$ cat config.mk
export PLATFORM = sky130hd
export DESIGN_NAME = grid_row_scanner
export DESIGN_NICKNAME = d
export VERILOG_FILES = /design/src/rtl/grid_row_scanner.sv
export SDC_FILE = /design/constraint.sdc
export NUM_CORES = 1
export LEC_CHECK = 0
export ABC_AREA = 1
export BUFFER_PORTS_ARGS = -buffer_cell sky130_fd_sc_hd__buf_4
export CAP_MARGIN = 20
export CORE_MARGIN = 2
export CORE_UTILIZATION = 45
export CTS_CLUSTER_SIZE = 24
export DETAILED_ROUTE_END_ITERATION = 16
export PLACE_DENSITY_LB_ADDON = 0.1
export SYNTH_ARGS = -nofsm -noshare
export SYNTH_HDL_FRONTEND = slang
export SYNTH_SLANG_ARGS = --single-unit
export TNS_END_PERCENT = 50
$ cat constraint.sdc
create_clock -name clk -period 1.4 [get_ports clk]
set_input_delay 0.28 -clock clk [delete_from_list [all_inputs] [get_ports clk]]
set_output_delay 0.28 -clock clk [all_outputs]
set_load 0.02 [all_outputs]
$ cat src/rtl/grid_row_scanner.sv
// Double-buffered 8x8 grid receiver that scans the displayed generation one row at a time.
// Define GRID_SCAN_BLANK_EN to insert BLANK dark cycles after every row.
module grid_row_scanner #(
  parameter int DWELL = 4,
  parameter int BLANK = 1
) (
  input  logic        clk,
  input  logic        reset_n,
  input  logic [63:0] grid_in,
  input  logic        grid_valid,
  output logic        grid_ready,
  input  logic        scan_en,
  output logic [7:0]  row_sel,
  output logic [7:0]  col_data,
  output logic        frame_done,
  output logic        scanning
);

  if (DWELL < 1 || DWELL > 255 || BLANK < 1 || BLANK > 15) begin : g_bad_param
    $error("grid_row_scanner: DWELL or BLANK out of range");
  end

  typedef enum logic [1:0] {
    S_IDLE,
    S_SCAN
`ifdef GRID_SCAN_BLANK_EN
    , S_BLANK
`endif
  } state_t;

  localparam logic [7:0] DW_LAST = 8'(DWELL - 1);
`ifdef GRID_SCAN_BLANK_EN
  localparam logic [7:0] BL_LAST = 8'(BLANK - 1);
`endif

  state_t      state, nxt_state;
  logic [63:0] display, nxt_disp;
  logic [63:0] pending, nxt_pend;
  logic        pend_full, nxt_pfull;
  logic [2:0]  row, nxt_row;
  logic [7:0]  cnt, nxt_cnt;
  logic        accept;
  logic [7:0][7:0] rows;

  // rows[7] is grid row 0 (top), so row r lives at rows[~r]
  assign rows       = display;
  assign grid_ready = !pend_full;
  assign scanning   = (state != S_IDLE);
  assign accept     = grid_valid && !pend_full;

  always_ff @(posedge clk or negedge reset_n) begin
    if (!reset_n) begin
      state     <= S_IDLE;
      display   <= '0;
      pending   <= '0;
      pend_full <= 1'b0;
      row       <= '0;
      cnt       <= '0;
    end else begin
      state     <= nxt_state;
      display   <= nxt_disp;
      pending   <= nxt_pend;
      pend_full <= nxt_pfull;
      row       <= nxt_row;
      cnt       <= nxt_cnt;
    end
  end

  always_comb begin
    nxt_state  = state;
    nxt_disp   = display;
    nxt_pend   = pending;
    nxt_pfull  = pend_full;
    nxt_row    = row;
    nxt_cnt    = cnt;
    row_sel    = '0;
    col_data   = '0;
    frame_done = 1'b0;

    // the first grid bypasses the pending buffer so the display lights immediately
    if (accept) begin
      if (state == S_IDLE) begin
        nxt_disp  = grid_in;
        nxt_state = S_SCAN;
      end else begin
        nxt_pend  = grid_in;
        nxt_pfull = 1'b1;
      end
    end

    if (scan_en) begin
      case (state)
        S_SCAN: begin
          row_sel  = 8'b1 << row;
          col_data = rows[~row];
          nxt_cnt  = cnt + 8'd1;
          if (cnt == DW_LAST) begin
            nxt_cnt = '0;
`ifdef GRID_SCAN_BLANK_EN
            nxt_state = S_BLANK;
`else
            nxt_row = row + 3'd1;
`endif
            // accept needs pend_full==0, so it can never collide with this swap
            if (row == 3'd7) begin
              frame_done = 1'b1;
              if (pend_full) begin
                nxt_disp  = pending;
                nxt_pfull = 1'b0;
              end
            end
          end
        end
`ifdef GRID_SCAN_BLANK_EN
        S_BLANK: begin
          nxt_cnt = cnt + 8'd1;
          if (cnt == BL_LAST) begin
            nxt_cnt   = '0;
            nxt_row   = row + 3'd1;
            nxt_state = S_SCAN;
          end
        end
`endif
        default: ;
      endcase
    end
  end

endmodule
==> results of run 1 <==
==> sequential cells by signal, indices dropped and copies added (netlist names) <==
signal and count:
state 1, cnt 8, pending 64, pend_full 1
row 3, display 64
==> cells in the mapped netlist <==
cell type,n
a21oi_1,1
buf_1,2
buf_2,25
buf_4,4
buf_6,9
clkbuf_1,25
clkbuf_2,2
clkinv_1,2
dfrtp_1,141
ha_1,7
inv_1,86
nand2_1,326
nand2_2,1
nand3_1,6
nand3_4,1
nand3b_1,1
nand4_1,65
nor2_1,78
nor2_2,2
nor2_4,3
nor3_1,1
o21ai_0,149
o21ai_1,16
xnor2_1,1
xor2_1,2
==> cell type report <==
| type | count | area share |
|---|---|---|
| clock buffers | 20 | 0.04484 |
| clock inverters | 12 | 0.01106 |
| inverters | 88 | 0.03575 |
| multi-input cells | 661 | 0.3323 |
| flip-flops and latches | 141 | 0.3469 |
| well taps | 216 | 0.02654 |
| repair buffers | 175 | 0.2026 |
==> per-stage QoR <==
step | hold slack [ps] | area, um^2
finish | 116.2 | 10180
global placement | 182.8 | 8426
CTS | 120.9 | 9722
floorplan | -15.59 | 7346
global route | 120.6 | 10180
detailed placement | 181.0 | 8426
==> cells by family (layout without fill, tap and decap cells) <==
family          count (synthesis)  count (layout)  share of synthesized area
flops                         141             141                     0.4896
buf+inv                       155             295                    0.09688
fa+ha+maj                       7               7                    0.01215
simple gates                  484             485                     0.2825
compound gates                166             166                     0.1153
xor+xnor                        3               3                   0.003646
==> routing by layer <==
layer	share of wire	wire, um	vias to the layer above	global-route usage
met3	0.068	1558	40	0.06270
li1	-	-	3323	-
met2	0.47	10840	268	0.4197
met5	0	0	-	0
met4	0.021	479	0	0.09262
met1	0.44	10200	3326	0.3836
==> worst reg2reg max path, stage by stage (launching register included) <==
cell and delay, ps:
dfrtp_1 420, buf_6 130, ha_4 140, ha_4 130
inv_4 30, nor2_4 120, buf_6 120, buf_8 120
nand3_4 150, buf_12 200, buf_16 150, nand2_1 60
nand2_1 40
==> power groups by stage <==
stage / logic [mW] / clock network (mW) / registers (mW)
after floorplan: 0.750 / 0 / 5.12
final: 1.49 / 4.44 / 5.14
after detailed placement: 1.35 / 0 / 5.19
after global placement: 1.32 / 0 / 5.18
after CTS: 1.45 / 4.45 / 5.13
after global routing: 1.71 / 4.65 / 5.22
==> final timing paths <==
| check | to | from | slack, ps | cells after the start |
|---|---|---|---|---|
| max reg2reg | display[0] | row[1] | -520 | 12 |
| min in group asynchronous | cnt[5] | reset_n | 290 | 2 |
| max in group asynchronous | pending[7] | reset_n | 570 | 3 |
| max | col_data[0] | row[0] | -640 | 8 |
| min reg2reg | pending[25] | pending[25] | 480 | 2 |
| min | pending[18] | grid_in[18] | 120 | 3 |
==> repair_timing <==
action | in CTS | in global routing
setup endpoints to repair | 90 | 153
buffers inserted | 13 | 12
gates cloned | 12 | 8
pin swaps | 12 | 34
gates resized for setup | 98 | 109
hold buffers | 1 | 0
hold endpoints to repair | 22 | 0
==> placed cells by master, fill, tap and decap left out, types with 2 or more instances in the layout <==
cell / instances
inv_1: 76
buf_12: 20
nand4_1: 65
nand2_4: 8
clkinvlp_4: 3
dfrtp_2: 4
nor2_2: 11
buf_6: 33
buf_16: 7
dfrtp_1: 137
clkinv_2: 3
nand2_1: 264
o21ai_1: 48
clkbuf_8: 2
nand2_2: 54
xor2_1: 2
clkbuf_16: 23
o21ai_2: 5
clkinv_4: 5
inv_2: 4
ha_4: 5
bufbuf_16: 3
inv_4: 5
nand3_4: 2
buf_4: 98
o21ai_0: 112
nand3_1: 6
nor2_4: 12
buf_8: 7
inv_6: 2
nor2_1: 60
==> qor.yml, run 1 <==
worst_setup_path:
  critPathSlowestCell: "dfrtp_2"
  worst_ep_required_time_ps: 1120
  endpoint_kind: "primary output"
  cp_cell_sequence: "buf_12 -> nor2_1 -> nor2_1 -> o21ai_0 -> nand2_1 -> nand2_1 -> nand2_2 -> buf_6"
  path_max_fanout: 22
  slowest_delay_ps: 480
  cp_num_buf_inv: 2
  crit_type: "reg -> out"
  cpLargestDelayFamily: "flip-flops"
  worstSetupStartpointType: "flip-flop"
  critical_path_arrival_ps: 1760
place:
  pre_cts_slack_ps: -340.1
  port_buffers: 86
  place_inst: 1241
  hpwl_um: 12840
  place_congestion: 0.8434
power:
  power.total_mw: 11.06
  pwr-share-seq: 0.464
  power.internal_mw: 7.998
  power_frac_clock: 0.401
  p_per_area_mw_per_mm2: 1086
  combPwrFrac: 0.135
  switchingPower_mw: 3.063
  irDropWorstVdd_mv: 0.8880
  p_leak_nw: 5.165
  switching_share: 0.2769
floorplan:
  dieWidth_um: 130.6
  row_count: 46
  start_util: 0.4570
  die_h_um: 130.6
  dieArea_mm2: 0.01704
  core_area_mm2: 0.01577
  pin_count: 87
timing:
  setup_viol: 86
  rsz0062_at_grt: "true"
  slew_violations: 0
  fin_worst_skew_ps: 13.08
  maxClockFrequency_ghz: 0.4895
  period_needed_ps: 2043
  fin_crit_sh: 1.459
  maxSlewHeadroom: 0.7748
  setup-tns-final_ps: -39660
  setup_slack_ps: -642.8
  worst_pin_slew_ps: 334.2
  finalHoldViolCount: 0
yosys:
  synth_top_area_frac: 0.4896
  syn_area_mm2: 0.007207
  synth_nets: 1031
  yosys_warnings: 0
  synth.avg_cell_area_um2: 7.539
  synth_area_leaders: "dfrtp_1 (49%), nand2_1 (17%), o21ai_0 (10%)"
  syn_inst: 956
  synth_top_area_cell: "dfrtp_1"
  ys_ff_latch: 141
  synth_cell_types: 25
  yosysSeqAreaShare: 0.4896
finish:
  area_growth_pct: 41.32
  drive_gt1_frac: 0.2926
  multi_input_area_mm2: 0.003385
  regArea_mm2: 0.003533
  fin_util: 0.6458
  diodes: 0
  finalNonFillerCells: 1313
  nFillCells: 1367
  nNetsFinal: 1159
global_routing:
  grtUsageTotal: 0.2730
  grt_pass1_vias: 6239
  antenna_found_initial: 0
  grt_max_degree: 79
  grt_overflow: 0
  grt_pass1_wl_um: 34760
hold_path:
  hp-class: "in -> reg"
clock_network:
  clk_latency_ps: 440
  cts_tree: "yes"
  cts.path.max_buffers: 2
  cts_root_buf: "clkbuf_16"
  clock_sinks: 141
  htree_levels: 4
  cts_buffers: 17
  clk_pin_slew_ps: 60
route:
  viasPerCell: 5.299
  via_count: 6957
  firstDrtPassIters: 6
  wl_per_cell_um: 17.58
  drt-total-wl_um: 23080
  drt-initial-drc-count: 668
  ant_nets: 0
  drc_errors: 0
outcome:
  violations: "negative setup slack"
  outcome: "finished, violations left"
flow_run:
  maxCapViolations: 0
No activity file was read; power rests on OpenSTA's default activity.
==> run 2: changes to the inputs <==
- SKIP_LAST_GASP: default -> 1
==> qor.yml, run 2 (synthesis gave the netlist of run 1 again) <==
timing:
  setup_slack_ps: -681.7
  period_needed_ps: 2082
  maxSlewHeadroom: 0.7609
  setup_viol: 91
  fin_worst_skew_ps: 12.39
  finalHoldViolCount: 0
  worst_pin_slew_ps: 354.9
  fin_crit_sh: 1.487
  maxClockFrequency_ghz: 0.4804
  rsz0062_at_grt: "true"
  hold_slack_ps: 117.5
  slew_violations: 0
  setup-tns-final_ps: -40000
worst_setup_path:
  worst_ep_required_time_ps: 1120
  cp_cell_sequence: "buf_6 -> clkbuf_16 -> nor2_4 -> nor2_1 -> o21ai_1 -> nand2_1 -> nand2_1 -> nand2_2 -> buf_6"
  critical_path_arrival_ps: 1800
  critPathSlowestCell: "dfrtp_2"
  crit_type: "reg -> out"
  worst-r2r-setup-slack_ps: -510
  cp-startpoint: "row[0]"
  crit_end: "col_data[0]"
  endpoint_kind: "primary output"
  worstSetupStartpointType: "flip-flop"
  regToRegEndpoint: "display[6]"
  path_max_fanout: 6
  slowest_delay_ps: 460
  r2r_start: "row[0]"
  r2r_cells: 11
clock_network:
  cts_buffers: 17
  cts_tree: "yes"
  clk_pin_slew_ps: 70
  clock_sinks: 141
  htree_levels: 4
  cts_root_buf: "clkbuf_16"
  cts.path.max_buffers: 2
  clk_latency_ps: 440
finish:
  nFillCells: 1321
  diodes: 0
  reg_top3: "display: 64 flops, pending: 64 flops, cnt: 8 flops"
  final_common_cell: "nand2_1"
  nNetsFinal: 1168
  multi_input_area_mm2: 0.003472
  area_growth_pct: 44.29
  regArea_mm2: 0.003533
  layout_common_cells: "nand2_1 (272), dfrtp_1 (137), o21ai_0 (117)"
  drive_gt1_frac: 0.3011
outcome:
  violations: "negative setup slack"
  outcome: "finished, violations left"
global_routing:
  use_met2: 0.4280
  antenna_found_initial: 0
  use_met1: 0.3840
  grt_pass1_vias: 6226
  grtUsageTotal: 0.2724
  grt_pass1_wl_um: 34770
  grt_util_met3: 0.06311
  grt_overflow: 0
  grt_max_degree: 79
  grt_busiest_layer: "met2"
route:
  via_count: 7146
  drt-initial-drc-count: 663
  viasPerCell: 5.405
  wl_per_cell_um: 18.08
  ant_nets: 0
  firstDrtPassIters: 6
  drc_errors: 0
  drt-total-wl_um: 23900
floorplan:
  row_count: 46
  dieWidth_um: 130.6
  pin_count: 87
  start_util: 0.4570
  dieArea_mm2: 0.01704
  core_area_mm2: 0.01577
  die_h_um: 130.6
flow_run:
  maxCapViolations: 0
place:
  pre_cts_slack_ps: -340.1
  hpwl_um: 12840
  port_buffers: 86
  place_congestion: 0.8434
power:
  p_per_area_mw_per_mm2: 1059
  p_leak_nw: 5.249
  irDropWorstVdd_mv: 0.9083
  power.total_mw: 11.01
hold_path:
  hp-class: "in -> reg"
==> run 2: worst min path at each step <==
| stage | start | end | depth (start not counted) |
|---|---|---|---|
| 2_1_floorplan | reset_n | cnt[0] | 0 |
| 3_3_place_gp | reset_n | cnt[5] | 1 |
| 3_5_place_dp | reset_n | cnt[5] | 1 |
| 4_1_cts | grid_in[21] | pending[21] | 3 |
| 5_1_grt | grid_in[51] | pending[51] | 3 |
| 6_report | grid_in[51] | pending[51] | 3 |
==> run 2: routing by layer <==
layer / vias up / routed length (um)
met5: - / 0
met4: 0 / 612
met3: 57 / 1843
met2: 357 / 11300
met1: 3376 / 10140
li1: 3356 / -
==> run 2: final cells by class <==
type | count | share of cell area
clock buffer | 20 | 0.04392
clock inverter | 12 | 0.01083
inverter | 88 | 0.03513
multi-input combinational | 661 | 0.3339
sequential | 141 | 0.3398
tap | 216 | 0.02599
timing repair buffer | 184 | 0.2104
==> run 2: critical path: cells and delay by family, from the launching register on <==
kind | cells | cell delay, ps
compound gates | 1 | 80
buf+inv | 3 | 450
flops | 1 | 460
simple gates | 5 | 370
==> run 2: metrics by stage <==
step	utilization	std cells	area, um^2
after floorplan	-	956	7346
after global placement	0.5343	1241	8426
after detailed placement	0.5343	1241	8426
after CTS	0.6142	1298	9687
after global routing	0.6594	1322	10400
final	0.6594	1322	10400
==> run 2: power breakdown <==
part,switching (mW),total (mW),internal (mW)
clock network,1.90,4.44,2.55
registers,0.375,5.13,4.76
logic,0.769,1.43,0.665
total,3.04,11.0,7.97
==> run 2: timing repair <==
| item | 4_1_cts | 5_1_grt |
|---|---|---|
| gates resized for setup | 78 | 154 |
| setup buffers | 13 | 18 |
| setup endpoints to repair | 90 | 153 |
| pin swaps | 12 | 70 |
| cloned | 12 | 12 |
| hold buffers | 1 | 0 |
| endpoints found under the hold margin | 22 | 0 |
==> run 3: changes to the inputs <==
- SETUP_SLACK_MARGIN: default -> 0.5
==> qor.yml, run 3 (synthesis gave the netlist of run 1 again) <==
timing:
  fin_crit_sh: 1.521
  worst_pin_slew_ps: 454.9
  maxSlewHeadroom: 0.6935
  finalHoldViolCount: 22
  setup_viol: 86
  setup_slack_ps: -729.9
  hold_slack_ps: -264.8
  period_needed_ps: 2130
  fin_worst_skew_ps: 13.28
  rsz0062_at_grt: "true"
  slew_violations: 0
  maxClockFrequency_ghz: 0.4695
  setup-tns-final_ps: -48330
route:
  wl_per_cell_um: 17.80
  firstDrtPassIters: 5
  via_count: 7011
  ant_nets: 0
  drc_errors: 0
  drt-total-wl_um: 23340
  viasPerCell: 5.348
  drt-initial-drc-count: 576
worst_setup_path:
  critical_path_arrival_ps: 1850
  worstSetupStartpointType: "flip-flop"
  worst_ep_required_time_ps: 1120
  critPathSlowestCell: "dfrtp_2"
  path_max_fanout: 8
  r2r_cells: 12
  cp_num_buf_inv: 3
  r2r_start: "row[0]"
  crit_type: "reg -> out"
  worst-r2r-setup-slack_ps: -620
  endpoint_kind: "primary output"
  cp_cell_sequence: "buf_12 -> buf_12 -> nor2_2 -> nor2_1 -> o21ai_0 -> nand2_1 -> nand2_2 -> nand2_2 -> buf_6"
  regToRegEndpoint: "display[51]"
  cpLargestDelayFamily: "flip-flops"
  slowest_delay_ps: 470
place:
  pre_cts_slack_ps: -216.6
  port_buffers: 86
  place_congestion: 0.9048
  hpwl_um: 12610
power:
  p_leak_nw: 5.286
  irDropWorstVdd_mv: 0.8786
  p_per_area_mw_per_mm2: 1101
finish:
  final_common_cell: "nand2_1"
  area_growth_pct: 48.77
  nFillCells: 1276
  nNetsFinal: 1157
  drive_gt1_frac: 0.3498
  fin_util: 0.6799
  reg_top3: "display: 64 flops, pending: 64 flops, cnt: 8 flops"
  diodes: 0
  layout_common_cells: "nand2_1 (217), dfrtp_1 (137), o21ai_0 (121)"
global_routing:
  grt_overflow: 0
  grtUsageTotal: 0.2732
  antenna_found_initial: 0
  grt_pass1_wl_um: 35050
  grt_max_degree: 69
  grt_pass1_vias: 6587
floorplan:
  die_h_um: 130.6
  core_area_mm2: 0.01577
  pin_count: 87
  dieArea_mm2: 0.01704
  start_util: 0.4570
  dieWidth_um: 130.6
  row_count: 46
clock_network:
  cts_buffers: 17
  cts.path.max_buffers: 2
  clk_pin_slew_ps: 60
  cts_tree: "yes"
  htree_levels: 4
  cts_root_buf: "clkbuf_16"
  clock_sinks: 141
  clk_latency_ps: 420
outcome:
  violations: "negative hold slack, negative setup slack"
  outcome: "finished, violations left"
hold_path:
  hp-class: "in -> async"
flow_run:
  maxCapViolations: 0
## run 3: cell types whose count changed in the layout (fill, tap and decap cells not counted), moves of 6 or more
cell	delta
nand2_1	-55
nand2_2	+28
nand2_4	+26
nor2_1	-14
buf_6	-13
clkbuf_16	-7
nor2_2	+7
nor2_4	+7
o21ai_2	-7
buf_16	+6
## run 3: stage by stage
step / instance area, um^2 / hold WS [ps] / power, mW / instances
2_1_floorplan: 7470 / -15.59 / 5.882 / 956
3_3_place_gp: 8423 / 175.9 / 6.481 / 1231
3_5_place_dp: 8423 / 176.6 / 6.523 / 1231
4_1_cts: 10050 / -278.2 / 11.83 / 1300
5_1_grt: 10720 / -261.2 / 12.31 / 1311
6_report: 10720 / -264.8 / 11.80 / 1311
## run 3: worst reg2reg max path, delay by kind of cell, from the launching register on
family                     cells  cell delay [ps]
adders and majority gates      2              270
buffers and inverters          6              790
DFF                            1              450
and+or+nand+nor                4              390
## run 3: cell type report
class / count / area, um^2 / area share
clock buffer: 23 / 478.0 / 0.04458
timing repair buffer: 172 / 2085 / 0.1944
tap: 216 / 270.3 / 0.02521
sequential: 141 / 3533 / 0.3296
inverter: 88 / 369.1 / 0.03443
timing repair inverter: 1 / 11.26 / 0.001050
multi-input combinational: 661 / 3769 / 0.3515
clock inverter: 9 / 206.4 / 0.01926
## run 3: what timing repair did
| action | 4_1_cts | 5_1_grt |
|---|---|---|
| buffers inserted | 16 | 10 |
| resized for setup | 101 | 170 |
| gates cloned | 21 | 1 |
| pin swaps | 9 | 49 |
| hold endpoints to repair | 22 | 22 |
| endpoints found under the setup margin | 160 | 160 |
## run 3: worst max-delay path by stage
| stage | slack [ps] | end | startpoint | cells after the start |
|---|---|---|---|---|
| after CTS | -600 | col_data[7] | row[0] | 8 |
| after floorplan | -0.2 | frame_done | row[1] | 7 |
| after global routing | -730 | col_data[6] | row[0] | 9 |
| after global placement | -210 | col_data[2] | row[0] | 7 |
| after detailed placement | -220 | col_data[2] | row[0] | 7 |
| final | -730 | col_data[7] | row[0] | 9 |
## run 3: routing by layer
metal / global-route usage / part of all wire
met5: 0 / 0
met4: 0.1370 / 0.044
met3: 0.06718 / 0.063
met2: 0.4259 / 0.48
met1: 0.3571 / 0.42
## run 3: power breakdown
group	internal (mW)	switching, mW
clock	3.50	1.75
combinational	0.657	0.761
sequential	4.76	0.374
